[config.mk]
export PLATFORM = sky130hd
export DESIGN_NAME = core_seq_flat
export DESIGN_NICKNAME = d
export VERILOG_FILES = /design/src/rtl/core_seq_pkg.sv /design/src/rtl/core_seq_if.sv /design/src/rtl/core_seq_decode.sv /design/src/rtl/core_seq.sv /design/src/flat_wrapper.sv
export SDC_FILE = /design/constraint.sdc
export NUM_CORES = 1
export LEC_CHECK = 0
export BUFFER_PORTS_ARGS = -buffer_cell sky130_fd_sc_hd__buf_2
export CAP_MARGIN = 25
export CORE_AREA = 2 2 178 180
export CTS_CLUSTER_SIZE = 12
export DETAILED_ROUTE_END_ITERATION = 8
export DIE_AREA = 0 0 180 182
export GPL_TIMING_DRIVEN = 0
export PLACE_DENSITY = 0.62
export SKIP_CTS_REPAIR_TIMING = 1
export SYNTH_ARGS = -nofsm -noshare
export SYNTH_HDL_FRONTEND = slang
export SYNTH_HIERARCHICAL = 1
export SYNTH_SLANG_ARGS = --single-unit
export TNS_END_PERCENT = 50
[constraint.sdc]
create_clock -name clk -period 3.6 [get_ports clk]
set_input_delay 0 -clock clk [delete_from_list [all_inputs] [get_ports clk]]
set_output_delay 0 -clock clk [all_outputs]
set_load 0.1 [all_outputs]
[src/rtl/core_seq_pkg.sv]
`default_nettype none
// ============================================================================
// Module      : core_seq_pkg
// Description : Shared types and constants for the core_seq instruction
//               sequencer (state encoding, opcode/halt constants, fields).
// Revision    : 1.0 - initial release
// ============================================================================
package core_seq_pkg;

    typedef enum logic [2:0] {
        ST_IDLE  = 3'd0,
        ST_FETCH = 3'd1,
        ST_READ  = 3'd2,
        ST_EXEC  = 3'd3,
        ST_WAIT  = 3'd4,
        ST_WB    = 3'd5,
        ST_NEXT  = 3'd6,
        ST_HALT  = 3'd7
    } state_t;

    localparam logic [6:0]  OPC_OP_FP = 7'b1010011;
    localparam logic [31:0] HALT_INST = 32'h0000_0000;

    localparam int c_opc_lsb = 0;
    localparam int c_opc_msb = 6;
    localparam int c_rs1_lsb = 15;
    localparam int c_rs1_msb = 19;
    localparam int c_rs2_lsb = 20;
    localparam int c_rs2_msb = 24;

endpackage
`default_nettype wire

[src/rtl/core_seq_if.sv]
`default_nettype none
// ============================================================================
// Module      : core_seq_if
// Description : Core, instruction-memory and execution-unit signals seen by
//               the sequencer. master = sequencer, slave = core/environment.
// Revision    : 1.0 - initial release
// ============================================================================
interface core_seq_if;
    logic        run;
    logic        halted;
    logic [31:0] instret;
    logic        pc_read;
    logic        pc_enable;
    logic [31:0] next_pc;
    logic [31:0] pc;
    logic        rf_mode;
    logic [4:0]  rs1;
    logic [4:0]  rs2;
    logic [31:0] rdata1;
    logic [31:0] rdata2;
    logic        w_enable;
    logic        w_fmode;
    logic [4:0]  w_reg;
    logic [31:0] w_data;
    logic        if_req;
    logic [31:0] if_addr;
    logic        if_ack;
    logic [31:0] if_inst;
    logic        ex_valid;
    logic        ex_ready;
    logic [31:0] ex_inst;
    logic [31:0] ex_op1;
    logic [31:0] ex_op2;
    logic        ex_done;
    logic [31:0] ex_result;
    logic        ex_wb;
    logic        ex_wfmode;
    logic [4:0]  ex_rd;
    logic        ex_branch;
    logic [31:0] ex_target;

    modport master (
        input  run, pc, rdata1, rdata2, if_ack, if_inst, ex_ready, ex_done,
               ex_result, ex_wb, ex_wfmode, ex_rd, ex_branch, ex_target,
        output halted, instret, pc_read, pc_enable, next_pc, rf_mode, rs1, rs2,
               w_enable, w_fmode, w_reg, w_data, if_req, if_addr, ex_valid,
               ex_inst, ex_op1, ex_op2
    );

    modport slave (
        output run, pc, rdata1, rdata2, if_ack, if_inst, ex_ready, ex_done,
               ex_result, ex_wb, ex_wfmode, ex_rd, ex_branch, ex_target,
        input  halted, instret, pc_read, pc_enable, next_pc, rf_mode, rs1, rs2,
               w_enable, w_fmode, w_reg, w_data, if_req, if_addr, ex_valid,
               ex_inst, ex_op1, ex_op2
    );
endinterface
`default_nettype wire

[src/rtl/core_seq_decode.sv]
`default_nettype none
// ============================================================================
// Module      : core_seq_decode
// Description : Combinational decode of a fetched instruction into register
//               read addresses, operand bank select and halt detection.
// Revision    : 1.0 - initial release
// ============================================================================
module core_seq_decode
    import core_seq_pkg::*;
(
    input  wire logic [31:0] inst,
    output logic      [4:0]  rs1,
    output logic      [4:0]  rs2,
    output logic             rf_mode,
    output logic             is_halt
);

    assign rs1     = inst[c_rs1_msb:c_rs1_lsb];
    assign rs2     = inst[c_rs2_msb:c_rs2_lsb];
    assign rf_mode = (inst[c_opc_msb:c_opc_lsb] == OPC_OP_FP);
    assign is_halt = (inst == HALT_INST);

endmodule
`default_nettype wire

[src/rtl/core_seq.sv]
`default_nettype none
// ============================================================================
// Module      : core_seq
// Description : Multi-cycle sequencer: fetch, operand read, execute handshake,
//               writeback, PC advance. CORE_SEQ_STEP_EN adds single-step issue.
// Revision    : 1.0 - initial release
// ============================================================================
module core_seq
    import core_seq_pkg::*;
#(
    parameter logic [31:0] RESET_PC = 32'h0000_0000
) (
    input  wire logic clk,
    input  wire logic rst,
`ifdef CORE_SEQ_STEP_EN
    input  wire logic step,
`endif
    core_seq_if.master bus
);

    state_t      r_state;
    logic        r_halted;
    logic [31:0] r_instret;
    logic        r_pc_read;
    logic        r_pc_enable;
    logic [31:0] r_next_pc;
    logic        r_rf_mode;
    logic [4:0]  r_rs1;
    logic [4:0]  r_rs2;
    logic        r_w_enable;
    logic        r_w_fmode;
    logic [4:0]  r_w_reg;
    logic [31:0] r_w_data;
    logic        r_if_req;
    logic [31:0] r_if_addr;
    logic        r_ex_valid;
    logic [31:0] r_ex_inst;
    logic [31:0] r_ex_op1;
    logic [31:0] r_ex_op2;
    logic        r_branch;
    logic [31:0] r_target;

    logic [4:0]  w_rs1;
    logic [4:0]  w_rs2;
    logic        w_rf_mode;
    logic        w_is_halt;
    logic        w_start;
    logic        w_continue;
    logic        w_unused_reset_pc;

    // The PC lives in the core; this value is documentation only.
    assign w_unused_reset_pc = ^RESET_PC;

`ifdef CORE_SEQ_STEP_EN
    assign w_start    = bus.run & step;
    assign w_continue = 1'b0;
`else
    assign w_start    = bus.run;
    assign w_continue = bus.run;
`endif

    core_seq_decode u_decode (
        .inst    (bus.if_inst),
        .rs1     (w_rs1),
        .rs2     (w_rs2),
        .rf_mode (w_rf_mode),
        .is_halt (w_is_halt)
    );

    always_ff @(posedge clk) begin
        if (rst) begin
            r_state     <= ST_IDLE;
            r_halted    <= 1'b0;
            r_instret   <= 32'd0;
            r_pc_read   <= 1'b0;
            r_pc_enable <= 1'b0;
            r_next_pc   <= 32'd0;
            r_rf_mode   <= 1'b0;
            r_rs1       <= 5'd0;
            r_rs2       <= 5'd0;
            r_w_enable  <= 1'b0;
            r_w_fmode   <= 1'b0;
            r_w_reg     <= 5'd0;
            r_w_data    <= 32'd0;
            r_if_req    <= 1'b0;
            r_if_addr   <= 32'd0;
            r_ex_valid  <= 1'b0;
            r_ex_inst   <= 32'd0;
            r_ex_op1    <= 32'd0;
            r_ex_op2    <= 32'd0;
            r_branch    <= 1'b0;
            r_target    <= 32'd0;
        end else begin
            case (r_state)
                ST_IDLE: begin
                    if (w_start) begin
                        r_state   <= ST_FETCH;
                        r_pc_read <= 1'b1;
                        r_if_req  <= 1'b1;
                        r_if_addr <= bus.pc;
                    end
                end
                ST_FETCH: begin
                    if (bus.if_ack) begin
                        r_pc_read <= 1'b0;
                        r_if_req  <= 1'b0;
                        if (w_is_halt) begin
                            r_state  <= ST_HALT;
                            r_halted <= 1'b1;
                        end else begin
                            r_state   <= ST_READ;
                            r_ex_inst <= bus.if_inst;
                            r_rs1     <= w_rs1;
                            r_rs2     <= w_rs2;
                            r_rf_mode <= w_rf_mode;
                        end
                    end
                end
                ST_READ: begin
                    r_state    <= ST_EXEC;
                    r_ex_valid <= 1'b1;
                    r_ex_op1   <= bus.rdata1;
                    r_ex_op2   <= bus.rdata2;
                end
                ST_EXEC: begin
                    if (bus.ex_ready) begin
                        r_state    <= ST_WAIT;
                        r_ex_valid <= 1'b0;
                    end
                end
                ST_WAIT: begin
                    if (bus.ex_done) begin
                        r_state    <= ST_WB;
                        // Integer x0 is hardwired zero; float f0 is a real register.
                        r_w_enable <= bus.ex_wb & ~((bus.ex_rd == 5'd0) & ~bus.ex_wfmode);
                        r_w_reg    <= bus.ex_rd;
                        r_w_data   <= bus.ex_result;
                        r_w_fmode  <= bus.ex_wfmode;
                        r_branch   <= bus.ex_branch;
                        r_target   <= bus.ex_target;
                    end
                end
                ST_WB: begin
                    r_state     <= ST_NEXT;
                    r_w_enable  <= 1'b0;
                    r_pc_enable <= 1'b1;
                    r_next_pc   <= r_branch ? r_target : bus.pc + 32'd4;
                end
                ST_NEXT: begin
                    r_pc_enable <= 1'b0;
                    r_instret   <= r_instret + 32'd1;
                    if (w_continue) begin
                        // Core loads next_pc at this edge, so fetch from it directly.
                        r_state   <= ST_FETCH;
                        r_pc_read <= 1'b1;
                        r_if_req  <= 1'b1;
                        r_if_addr <= r_next_pc;
                    end else begin
                        r_state <= ST_IDLE;
                    end
                end
                ST_HALT: begin
                    r_state <= ST_HALT;
                end
                default: begin
                    r_state <= ST_IDLE;
                end
            endcase
        end
    end

    assign bus.halted    = r_halted;
    assign bus.instret   = r_instret;
    assign bus.pc_read   = r_pc_read;
    assign bus.pc_enable = r_pc_enable;
    assign bus.next_pc   = r_next_pc;
    assign bus.rf_mode   = r_rf_mode;
    assign bus.rs1       = r_rs1;
    assign bus.rs2       = r_rs2;
    assign bus.w_enable  = r_w_enable;
    assign bus.w_fmode   = r_w_fmode;
    assign bus.w_reg     = r_w_reg;
    assign bus.w_data    = r_w_data;
    assign bus.if_req    = r_if_req;
    assign bus.if_addr   = r_if_addr;
    assign bus.ex_valid  = r_ex_valid;
    assign bus.ex_inst   = r_ex_inst;
    assign bus.ex_op1    = r_ex_op1;
    assign bus.ex_op2    = r_ex_op2;

endmodule
`default_nettype wire

[src/flat_wrapper.sv]
// flat-port wrapper written by rule: the top's interface ports become plain ports
module core_seq_flat import core_seq_pkg::*;
#(
    parameter logic [31:0] RESET_PC = 32'h0000_0000
)
  (clk, rst, bus_run, bus_pc, bus_rdata1, bus_rdata2, bus_if_ack, bus_if_inst, bus_ex_ready, bus_ex_done, bus_ex_result, bus_ex_wb, bus_ex_wfmode, bus_ex_rd, bus_ex_branch, bus_ex_target, bus_halted, bus_instret, bus_pc_read, bus_pc_enable, bus_next_pc, bus_rf_mode, bus_rs1, bus_rs2, bus_w_enable, bus_w_fmode, bus_w_reg, bus_w_data, bus_if_req, bus_if_addr, bus_ex_valid, bus_ex_inst, bus_ex_op1, bus_ex_op2);
  core_seq_if bus_i ();
  input  wire logic clk;
  input  wire logic rst;
  input wire logic [$bits(bus_i.run)-1:0] bus_run;
  input wire logic [$bits(bus_i.pc)-1:0] bus_pc;
  input wire logic [$bits(bus_i.rdata1)-1:0] bus_rdata1;
  input wire logic [$bits(bus_i.rdata2)-1:0] bus_rdata2;
  input wire logic [$bits(bus_i.if_ack)-1:0] bus_if_ack;
  input wire logic [$bits(bus_i.if_inst)-1:0] bus_if_inst;
  input wire logic [$bits(bus_i.ex_ready)-1:0] bus_ex_ready;
  input wire logic [$bits(bus_i.ex_done)-1:0] bus_ex_done;
  input wire logic [$bits(bus_i.ex_result)-1:0] bus_ex_result;
  input wire logic [$bits(bus_i.ex_wb)-1:0] bus_ex_wb;
  input wire logic [$bits(bus_i.ex_wfmode)-1:0] bus_ex_wfmode;
  input wire logic [$bits(bus_i.ex_rd)-1:0] bus_ex_rd;
  input wire logic [$bits(bus_i.ex_branch)-1:0] bus_ex_branch;
  input wire logic [$bits(bus_i.ex_target)-1:0] bus_ex_target;
  output wire logic [$bits(bus_i.halted)-1:0] bus_halted;
  output wire logic [$bits(bus_i.instret)-1:0] bus_instret;
  output wire logic [$bits(bus_i.pc_read)-1:0] bus_pc_read;
  output wire logic [$bits(bus_i.pc_enable)-1:0] bus_pc_enable;
  output wire logic [$bits(bus_i.next_pc)-1:0] bus_next_pc;
  output wire logic [$bits(bus_i.rf_mode)-1:0] bus_rf_mode;
  output wire logic [$bits(bus_i.rs1)-1:0] bus_rs1;
  output wire logic [$bits(bus_i.rs2)-1:0] bus_rs2;
  output wire logic [$bits(bus_i.w_enable)-1:0] bus_w_enable;
  output wire logic [$bits(bus_i.w_fmode)-1:0] bus_w_fmode;
  output wire logic [$bits(bus_i.w_reg)-1:0] bus_w_reg;
  output wire logic [$bits(bus_i.w_data)-1:0] bus_w_data;
  output wire logic [$bits(bus_i.if_req)-1:0] bus_if_req;
  output wire logic [$bits(bus_i.if_addr)-1:0] bus_if_addr;
  output wire logic [$bits(bus_i.ex_valid)-1:0] bus_ex_valid;
  output wire logic [$bits(bus_i.ex_inst)-1:0] bus_ex_inst;
  output wire logic [$bits(bus_i.ex_op1)-1:0] bus_ex_op1;
  output wire logic [$bits(bus_i.ex_op2)-1:0] bus_ex_op2;
  assign bus_i.run = bus_run;
  assign bus_i.pc = bus_pc;
  assign bus_i.rdata1 = bus_rdata1;
  assign bus_i.rdata2 = bus_rdata2;
  assign bus_i.if_ack = bus_if_ack;
  assign bus_i.if_inst = bus_if_inst;
  assign bus_i.ex_ready = bus_ex_ready;
  assign bus_i.ex_done = bus_ex_done;
  assign bus_i.ex_result = bus_ex_result;
  assign bus_i.ex_wb = bus_ex_wb;
  assign bus_i.ex_wfmode = bus_ex_wfmode;
  assign bus_i.ex_rd = bus_ex_rd;
  assign bus_i.ex_branch = bus_ex_branch;
  assign bus_i.ex_target = bus_ex_target;
  assign bus_halted = bus_i.halted;
  assign bus_instret = bus_i.instret;
  assign bus_pc_read = bus_i.pc_read;
  assign bus_pc_enable = bus_i.pc_enable;
  assign bus_next_pc = bus_i.next_pc;
  assign bus_rf_mode = bus_i.rf_mode;
  assign bus_rs1 = bus_i.rs1;
  assign bus_rs2 = bus_i.rs2;
  assign bus_w_enable = bus_i.w_enable;
  assign bus_w_fmode = bus_i.w_fmode;
  assign bus_w_reg = bus_i.w_reg;
  assign bus_w_data = bus_i.w_data;
  assign bus_if_req = bus_i.if_req;
  assign bus_if_addr = bus_i.if_addr;
  assign bus_ex_valid = bus_i.ex_valid;
  assign bus_ex_inst = bus_i.ex_inst;
  assign bus_ex_op1 = bus_i.ex_op1;
  assign bus_ex_op2 = bus_i.ex_op2;
  core_seq #(.RESET_PC(RESET_PC)) u_core (.clk(clk), .rst(rst), .bus(bus_i));
endmodule
Yosys cells after proc, flatten, opt, wreduce, memory -nomap -nowiden
Cells that the tools add are included.
{"block": "totals", "input_bits": 206, "word_cells": 77, "register_bits": 282}
{"block": "op_classes", "n_bitwise": 5, "mux": 19, "n_addsub": 2, "n_eq_ne": 14, "n_reduce_logical": 17}
{"operator": "32-bit two-way mux", "count": 3}
{"operator": "32-bit case mux with 2 select lines", "count": 1}
{"operator": "32-bit by 1-bit adder with 32-bit output, second input constant", "count": 1}
{"operator": "32-bit by 3-bit adder with 32-bit output, second input constant", "count": 1}
{"operator": "32-bit logical NOT", "count": 1}
{"operator": "3-bit case mux with 8 select lines", "count": 1}
{"operator": "3-bit two-way mux", "count": 5}
{"operator": "3-bit equality test, second input constant", "count": 4}
{"operator": "3-bit AND reduction", "count": 4}
{"operator": "2-bit != test, second input constant", "count": 5}
{"operator": "2-bit nonzero test", "count": 5}
{"operator": "1-bit case mux with 2 select lines", "count": 4}
{"operator": "7-bit equality test, second input constant", "count": 1}
{"operator": "3-bit by 2-bit equality test with 1-bit output, second input constant", "count": 2}
{"operator": "2-bit AND reduction", "count": 3}
{"operator": "5-bit logical NOT", "count": 1}
{"operator": "1-bit two-way mux", "count": 5}
{"operator": "4-bit AND reduction", "count": 1}
{"operator": "3-bit by 1-bit equality test with 1-bit output, second input constant", "count": 1}
{"operator": "3-bit logical NOT", "count": 1}
{"operator": "1-bit inverter", "count": 3}
{"operator": "1-bit bitwise AND", "count": 2}
{"operator": "2-bit by 1-bit != test with 1-bit output, second input constant", "count": 1}
{"operator": "2-bit OR reduction", "count": 1}

Logic depth before layout (Yosys ltp)
Gate-level depths: netlist of run 1.
{"block": "depth", "word_depth": 6, "ltp_mapped": 8}

Cells and area by module
The synthesis of run 1 kept the hierarchy.
{"mod": "core_seq", "seq_area_each_um2": 5645.4, "area_per_inst_um2": 11094.4, "instances": 1, "cells_each": 1399}
{"mod": "core_seq_decode", "seq_area_each_um2": 0.0, "area_per_inst_um2": 181.4, "instances": 1, "cells_each": 25}

Worst setup path before layout of run 1
Ideal clock, no wire load.
{"block": "synth_timing", "path_kind": "register to register", "start": "register u_core.r_instret[8], in the netlist u_core/bus.instret[8]", "end": "register u_core.r_instret[31], in the netlist u_core/bus.instret[31]", "setup_ns": 0.121, "arrival_time_ns": 2.543, "path_stages_with_launch": 6, "required_ns": 3.479, "slack_ns": 0.936, "path_cell_list": "dfxtp_1 -> and4_4 -> nand4_4 -> nor3_4 -> or3b_1 -> mux2_4"}
{"block": "synth_via", "elab_chain_len": 1}
{"item": "from (decl)", "line": "core_seq.sv:23", "rtl": "logic [31:0] r_instret;"}
{"item": "from (signal assigned)", "line": "core_seq.sv:151", "rtl": "r_instret <= r_instret + 32'd1;"}
{"item": "32-bit by 1-bit adder with 32-bit output", "line": "core_seq.sv:151"}
No other way between the ends.
A chain may end at the register's enable or synchronous reset.

Final worst setup path of run 1
{"block": "layout_timing", "start": "register u_core.r_state[2]", "end": "register u_core.r_w_data[14], in the netlist u_core/bus.w_data[14]"}
{"block": "layout_via", "elab_chain_len": 2}
{"item": "from (decl)", "line": "core_seq.sv:21", "rtl": "state_t r_state;"}
{"item": "from (signal assigned)", "line": "core_seq.sv:72", "rtl": "r_state <= ST_IDLE;"}
{"item": "from (signal assigned)", "line": "core_seq.sv:97", "rtl": "r_state <= ST_FETCH;"}
{"item": "from (signal assigned)", "line": "core_seq.sv:108", "rtl": "r_state <= ST_HALT;"}
{"item": "3-bit equality test", "line": "core_seq.sv:94", "rtl": "case (r_state)"}
{"item": "2-bit AND reduction (no source line)"}
{"item": "to (signal assigned)", "line": "core_seq.sv:137", "rtl": "r_w_data <= bus.ex_result;"}
{"item": "to (decl)", "line": "core_seq.sv:33", "rtl": "logic [31:0] r_w_data;"}
No other way between the ends.

==> results.toml, run 1 <==
[floorplan]
die_w_um = 180
core_area_um2 = 31000
fp.dieH_um = 182
start_util_pct = 36.4
dieArea_um2 = 32800
pin_count = 453
rows = 65

[min_path]
hp-class = "in -> reg"
hold_path_depth = 4

[yosys]
avgSynthCellArea_um2 = 7.92
synth_edf_count = 0
synth.cell_area_um2 = 11300
synthDistinctLibCells = 57
async_reset_ff_share_pct = 0
ys.flop_type = "dfxtp_1"
seq_area_frac_synth_pct = 50.1
ys_ff_latch = 282
yosys_warnings = 6
synth_cells = 1424
synth_nets = 1632

[routing]
routed_via_density = 5.02
ant_nets = 0
drc_errors = 0
vias = 12700
firstDrtPassIters = 7
drt_iter0_drc = 790
wirelength_um = 44700
wire_per_inst_um = 17.6

[finish]
finalNetCount = 2318
fillerInstances = 2898
final_common_cell = "buf_2"
finalInstanceArea_um2 = 17200
mostFrequentLayoutCells = "buf_2 (469), nand2_1 (458), dfxtp_1 (282)"
area_growth_pct = 52.2
final_core_util_pct = 55.4
drive_gt1_share_pct = 26.3
multi_input_area_um2 = 5100
ff_latch_area_um2 = 5650

[power_and_ir_drop]
ir_drop_uv = 471
leakagePower_nw = 7.33
power.density_nw_per_um2 = 496

[cts]
cts_buffer_depth = 3
cts_root_buf = "clkbuf_16"
clk-insertion-delay-late_ns = 0.50
cts-htree-levels = 2
clk_pin_slew_worst_paths_ns = 0.06
cts_sinks = 282
cts_buffers = 34
cts_tree = "built"

[outcome]
violations = "hold timing"
status = "finished with violations"

[sta]
final.setup.tns_ns = 0
slew_headroom_pct = 43.8
finalHoldViolCount = 4
rsz0062_at_grt = "false"
skew_ns = 0.0123
finalCriticalPeriod_ns = 2.44
setup_viol = 0
postLayoutSetupSlackWorst_ns = 1.16
slew_violations = 0
tightestPinTransition_ns = 0.843
holdWs_ns = -0.0230
period_share_pct = 67.7
fmax_ghz = 0.410

[critical_path]
cp.required_ns = 4.01
crit_arrival_ns = 2.85
crit_type = "reg -> reg"
path_max_fanout = 10
crit_chain = "buf_2, nor2b_1, buf_2, and2_1, clkbuf_1, clkbuf_1, nand2_1, a21oi_1"
critPathLaunchType = "flip-flop"
r2r_cells = 8
max_stage_delay_ns = 0.63
endpoint_kind = "flip-flop"
cp_slowest_cell = "clkbuf_1"

[global_routing]
grt_pass1_wl_um = 63000
grt.total_usage_pct = 24.2
grt_pass1_vias = 11200
grt_overflow = 0
antenna_found_initial = 1
grt_max_degree = 13

[placement]
routabilityCongestion = 0.876
io_buffers = 452
place_area_um2 = 14000
dp_hpwl_um = 32100
dp_slack_ns = 1.26

[job]
cap_violations = 0
## power breakdown
group          internal [mW]  total [mW]  switching (mW)
clock network           2.13        3.50            1.37
logic                  0.439        1.72            1.28
registers               3.24        3.30          0.0622
total                   5.80        8.51            2.71
## final cells by class
cell class                 instances  area share, %
antenna                            1         0.0146
buffer                           107           2.85
clock buffer                      47           5.72
clock inverter                    13          0.890
inverter                          11          0.241
multi-input combinational       1024           29.7
sequential                       282           32.9
tap                              402           2.93
timing repair buffer             650           24.7
## critical path: cells and delay by family, from the launching register on
| kind | cells | cell delay (ns) |
|---|---|---|
| AND/OR/NAND/NOR | 3 | 0.41 |
| AO/OA/AOI/OAI | 1 | 0.21 |
| buffers and inverters | 4 | 1.42 |
| flip-flops | 1 | 0.30 |
## metal layers
metal	vias to the layer above	share of wire (%)	track usage, %
li1	6153	-	-
met1	5957	40	28.3
met2	527	50	42.8
met3	97	7.0	6.56
met4	0	2.9	7.80
met5	-	0	0
## cell usage after synthesis (all sizes together) (3+ instances only)
master | number | area [um2]
dfxtp | 282 | 5650
xnor2 | 28 | 245
clkbuf | 75 | 292
mux2 | 3 | 37.5
nand3 | 19 | 95.1
xor2 | 21 | 184
inv | 11 | 41.3
a22oi | 19 | 143
buf | 32 | 198
mux2i | 3 | 30.0
nor2b | 8 | 50.1
a21oi | 200 | 1000
and4 | 5 | 51.3
o21ai | 44 | 220
nor3 | 15 | 96.4
nor4b | 3 | 32.5
and3 | 3 | 18.8
nor2 | 92 | 348
a311oi | 29 | 254
nand3b | 3 | 22.5
a211oi | 5 | 37.5
or3 | 3 | 20.0
nand2 | 459 | 1730
nand4 | 20 | 155
nor4 | 19 | 138
## metrics by stage
stage | total power, mW | hold slack, ns | cells
5_1_grt | 8.79 | 0.0131 | 2536
6_report | 8.51 | -0.0230 | 2537
3_5_place_dp | 4.89 | 0.246 | 2278
3_3_place_gp | 4.88 | 0.240 | 2278
2_1_floorplan | 4.49 | 0.136 | 1424
4_1_cts | 8.38 | -0.291 | 2338
## cell families after synthesis
family,after synthesis,share of synthesized area [%]
xor gates and xnor gates,49,3.81
adders and majority gates,2,0.222
muxes,6,0.599
AOI/OAI and AO/OA,307,15.4
buffers and inverters,118,4.70
DFF,282,50.1
and+or+nand+nor,660,25.2
## final timing paths
check | start | end | slack, ns
worst max-delay path | u_core/r_state[2]$_SDFFE_PP0P_ | u_core/bus.w_data[14]$_SDFFE_PP0P_ | 1.16
worst min-delay path | bus_pc[29] | u_core/bus.next_pc[29]$_SDFFE_PP0P_ | -0.02
worst max register to register | u_core/r_state[2]$_SDFFE_PP0P_ | u_core/bus.w_data[14]$_SDFFE_PP0P_ | 1.16
worst min register to register | u_core/bus.w_data[28]$_SDFFE_PP0P_ | u_core/bus.w_data[28]$_SDFFE_PP0P_ | 0.45
Power figures use the tool's default switching activity.
==> run 2, diff against run 1 <==
Settings changed: CORE_AREA 2 2 178 180 to 2 2 174 176, DIE_AREA 0 0 180 182 to 0 0 176 178, PLACE_DENSITY 0.62 to 0.65.
Clock period 3.6 ns to 2.4 ns, I/O delays scaled along.
==> results.toml, run 2 (synthesis gave the netlist of run 1 again) <==
[outcome]
status = "finished with violations"
violations = "hold timing"

[critical_path]
endpoint_kind = "flip-flop"
path_max_fanout = 10
crit_arrival_ns = 2.74
cp.required_ns = 2.88
critPathLaunchType = "primary input"
crit_type = "in -> reg"

[cts]
clk-insertion-delay-late_ns = 0.56
cts_buffers = 31
cts_buffer_depth = 3
clk_pin_slew_worst_paths_ns = 0.06
cts_root_buf = "clkbuf_16"
cts_tree = "built"
cts-htree-levels = 1
cts_sinks = 282

[global_routing]
grt_overflow = 0
grt_pass1_vias = 11000
grt.total_usage_pct = 24.5
antenna_found_initial = 3
grt_max_degree = 15
grt_pass1_wl_um = 60400

[finish]
final_core_util_pct = 58.3
finalNetCount = 2319
final_common_cell = "buf_2"
fillerInstances = 2616
drive_gt1_share_pct = 27.2
area_growth_pct = 52.1
mostFrequentLayoutCells = "buf_2 (469), nand2_1 (458), dfxtp_1 (261)"

[sta]
setup_viol = 0
finalCriticalPeriod_ns = 2.26
slew_headroom_pct = 38.8
holdWs_ns = -0.0665
period_share_pct = 94.3
tightestPinTransition_ns = 0.918
skew_ns = 0.0172
finalHoldViolCount = 1
fmax_ghz = 0.442
slew_violations = 0
rsz0062_at_grt = "true"

[placement]
routabilityCongestion = 0.839
dp_hpwl_um = 31400
io_buffers = 452

[power_and_ir_drop]
leakagePower_nw = 7.33
ir_drop_uv = 552
finalPower_mw = 12.5
power.density_nw_per_um2 = 728

[routing]
routed_via_density = 5.07
drt-met1-wl_um = 17000
drc_errors = 0
vias = 12800
wire_per_inst_um = 17.5
drt_iter0_drc = 892
wl_met3_um = 3320
ant_nets = 0
top_layer_used = "met4"
wirelength_um = 44300
firstDrtPassIters = 5
wl_met2_um = 22200

[floorplan]
rows = 63
start_util_pct = 38.4
dieArea_um2 = 31300
core_area_um2 = 29400
pin_count = 453
die_w_um = 176
fp.dieH_um = 178

[job]
cap_violations = 0

[min_path]
hp-class = "in -> reg"
run 2: cell types whose count changed in the layout (fill, tap and decap cells not counted), moves of 2 or more:
cell	delta
clkbuf_16	-4
clkbuf_1	-5
clkinvlp_4	-2
diode_2	+3
dlygate4sd3_1	+5
clkbuf_8	+3
inv_6	-2
dfxtp_1	-21
dfxtp_2	+21
run 2: path summary, 6_finish.rpt:
kind                                   from                                   to  slack (ns)  depth (start not counted)
max                         bus_if_inst[27]  u_core/bus.ex_inst[23]$_SDFFE_PP0P_        0.14                         10
min                                 bus_run       u_core/r_state[0]$_SDFFE_PP0P_       -0.07                          5
max reg2reg  u_core/r_state[2]$_SDFFE_PP0P_    u_core/bus.w_data[0]$_SDFFE_PP0P_        0.15                          7
min reg2reg  u_core/bus.rs1[3]$_SDFFE_PP0P_       u_core/bus.rs1[3]$_SDFFE_PP0P_        0.45                          2
run 2: critical path, stage by stage:
cell and delay, ns:
dlygate4sd3_1 0.54, buf_2 0.13, nor4_1 0.39, nand4_1 0.16
nor3_2 0.36, or2_2 0.19, clkbuf_1 0.26, clkbuf_1 0.42
nand2_1 0.15, a21oi_1 0.15
run 2: metrics by stage:
| stage | setup slack [ns] | setup TNS [ns] | area, um2 | cells |
|---|---|---|---|---|
| after floorplan | 0.00165 | 0 | 11300 | 1424 |
| after global placement | 0.101 | 0 | 14100 | 2266 |
| after detailed placement | 0.0464 | 0 | 14100 | 2266 |
| after CTS | 0.00659 | 0 | 15100 | 2318 |
| after global routing | -0.00496 | -0.00496 | 17200 | 2523 |
| final | 0.137 | 0 | 17200 | 2524 |
run 2: cell type report:
cell class / instances / area, um2 / share of cell area [%]
inverters: 11 / 41.3 / 0.241
diodes: 4 / 10.0 / 0.0584
multi-input cells: 1024 / 5110 / 29.8
flip-flops and latches: 282 / 5670 / 33.1
well taps: 390 / 488 / 2.84
clock inverters: 10 / 150 / 0.875
repair buffers: 655 / 4290 / 25.0
clock buffers: 42 / 907 / 5.29
plain buffers: 106 / 485 / 2.83
run 2: power by group:
part	switching [mW]	leakage, nW	internal [mW]
logic	1.91	4.51	0.664
registers	0.0947	2.30	4.86
clock network	1.92	0.529	3.03
run 2: routing by layer:
layer  vias to the layer above  track usage [%]
li1                       6146                -
met1                      5924             27.8
met2                       599             44.7
met3                       129             6.29
met4                         0             8.26
met5                         -                0
==> run 3, diff against run 2 <==
Settings changed: CTS_CLUSTER_DIAMETER set to 80, HOLD_SLACK_MARGIN set to 0.08, PLACE_DENSITY 0.65 to not set, PLACE_DENSITY_LB_ADDON set to 0.15.
==> results.toml, run 3 (synthesis gave the netlist of run 1 again) <==
[sta]
setup_viol = 0
period_share_pct = 95.2
finalCriticalPeriod_ns = 2.28
final.setup.tns_ns = 0
skew_ns = 0.0106
slew_violations = 0
fmax_ghz = 0.438
tightestPinTransition_ns = 0.776
slew_headroom_pct = 47.5
finalHoldViolCount = 0

[power_and_ir_drop]
ir_drop_uv = 535
power.density_nw_per_um2 = 667
leakagePower_nw = 7.17

[critical_path]
cp_common_cell = "clkbuf_1"
crit_type = "in -> reg"
cp.required_ns = 2.86
critPathLaunchType = "primary input"
r2r_cells = 7
max_stage_delay_ns = 0.54
crit_chain = "dlygate4sd3_1, buf_2, nor4_1, nand4_1, nor3_2, or2_2, clkbuf_1, clkbuf_1, nand2_1, a21oi_1"
startpoint = "bus_if_inst[9]"
critPathTopFamily = "buffers and inverters"
cp_slowest_cell = "dlygate4sd3_1"
path_buf_inv = 4
r2r-start = "u_core/r_state[2]$_SDFFE_PP0P_"
r2r_setup_slack_ns = 0.15
path_max_fanout = 10
r2r_end = "u_core/bus.if_addr[18]$_SDFFE_PP0P_"
crit_arrival_ns = 2.74
endpoint_kind = "flip-flop"

[global_routing]
met1_usage_pct = 29.4
grt_overflow = 0
met2_usage_pct = 44.4
antenna_found_initial = 5
grt.total_usage_pct = 24.9
grt_pass1_vias = 10900
grt_pass1_wl_um = 61300
grt_max_degree = 13
use_met3_pct = 6.48
busiest_layer = "met2"

[placement]
dp_hpwl_um = 31800
io_buffers = 452
routabilityCongestion = 0.846

[cts]
clk-insertion-delay-late_ns = 0.53
cts_sinks = 282
clk_pin_slew_worst_paths_ns = 0.06
cts_tree = "built"
cts_root_buf = "clkbuf_16"
cts_buffers = 27
cts_buffer_depth = 3
cts-htree-levels = 1

[floorplan]
rows = 63
core_area_um2 = 29400
pin_count = 453
start_util_pct = 38.4
dieArea_um2 = 31300
die_w_um = 176
fp.dieH_um = 178

[finish]
final_core_util_pct = 57.2
finalNetCount = 2318
fillerInstances = 2747
mostFrequentLayoutCells = "buf_2 (468), nand2_1 (458), dfxtp_1 (261)"
area_growth_pct = 49.2
final_common_cell = "buf_2"
drive_gt1_share_pct = 26.5

[routing]
drt_iter0_drc = 696
wire_per_inst_um = 17.4
ant_nets = 0
vias = 12500
routed_via_density = 5.01
drc_errors = 0
firstDrtPassIters = 6
wirelength_um = 43700

[min_path]
min_to = "u_core/r_state[0]$_SDFFE_PP0P_"
hold_path_depth = 6
hp-class = "in -> reg"
worstHoldStart = "bus_ex_done"

[job]
cap_violations = 0

[outcome]
status = "finished clean"
==> run 3: changes by cell type in the layout (fill, tap and decap cells not counted), sizes merged <==
| cell | delta |
|---|---|
| dlygate4sd3 | +3 |
| bufinv | -4 |
| clkinv | -5 |
| buf | -1 |
| clkbuf | -14 |
| diode | +3 |
==> run 3: final cells by class <==
type	count	area [um2]	share of cell area, %
flip-flops and latches	282	5670	33.7
clock buffers	27	676	4.02
diodes	7	17.5	0.104
multi-input cells	1024	5110	30.4
inverters	11	41.3	0.245
clock inverters	1	8.76	0.0521
plain buffers	106	490	2.92
repair buffers	658	4320	25.7
well taps	390	488	2.90
==> run 3: report_power, final <==
part | internal, mW | switching, mW
combinational | 0.668 | 1.91
sequential | 4.85 | 0.0877
clock | 1.97 | 1.73
total | 7.50 | 3.73
==> run 3: tightest hold or removal path, delay by kind of cell <==
| kind | cells | cell delay [ns] |
|---|---|---|
| simple gates | 3 | 0.25 |
| compound gates | 2 | 0.25 |
| buf+inv | 1 | 0.10 |
==> run 3: metal layers <==
layer  up-vias  part of all wire (%)
met1      5822                    40
met4         0                   2.9
li1       6135                     -
met5         -                     0
met2       517                    50
met3        75                   7.2
==> run 3: worst max path at each step <==
stage                                                to  slack, ns  depth (start not counted)
detailed placement  u_core/bus.next_pc[25]$_SDFFE_PP0P_       0.08                          8
global route        u_core/bus.if_addr[23]$_SDFFE_PP0P_     -0.007                          7
floorplan           u_core/bus.instret[31]$_SDFFE_PP0N_      0.002                          5
CTS                 u_core/bus.next_pc[25]$_SDFFE_PP0P_       0.06                          8
global placement    u_core/bus.next_pc[28]$_SDFFE_PP0P_       0.12                          8
finish              u_core/bus.ex_inst[28]$_SDFFE_PP0P_       0.12                         10
==> run 3: through the flow <==
step,cells,power (mW),hold slack (ns),worst slack [ns],area [um2]
floorplan,1424,6.74,0.136,0.00165,11300
global placement,2266,7.32,0.240,0.117,14100
detailed placement,2266,7.33,0.247,0.0830,14100
CTS,2294,11.0,-0.327,0.0567,14700
global route,2503,11.6,0.171,-0.00664,16800
finish,2506,11.2,0.115,0.115,16800
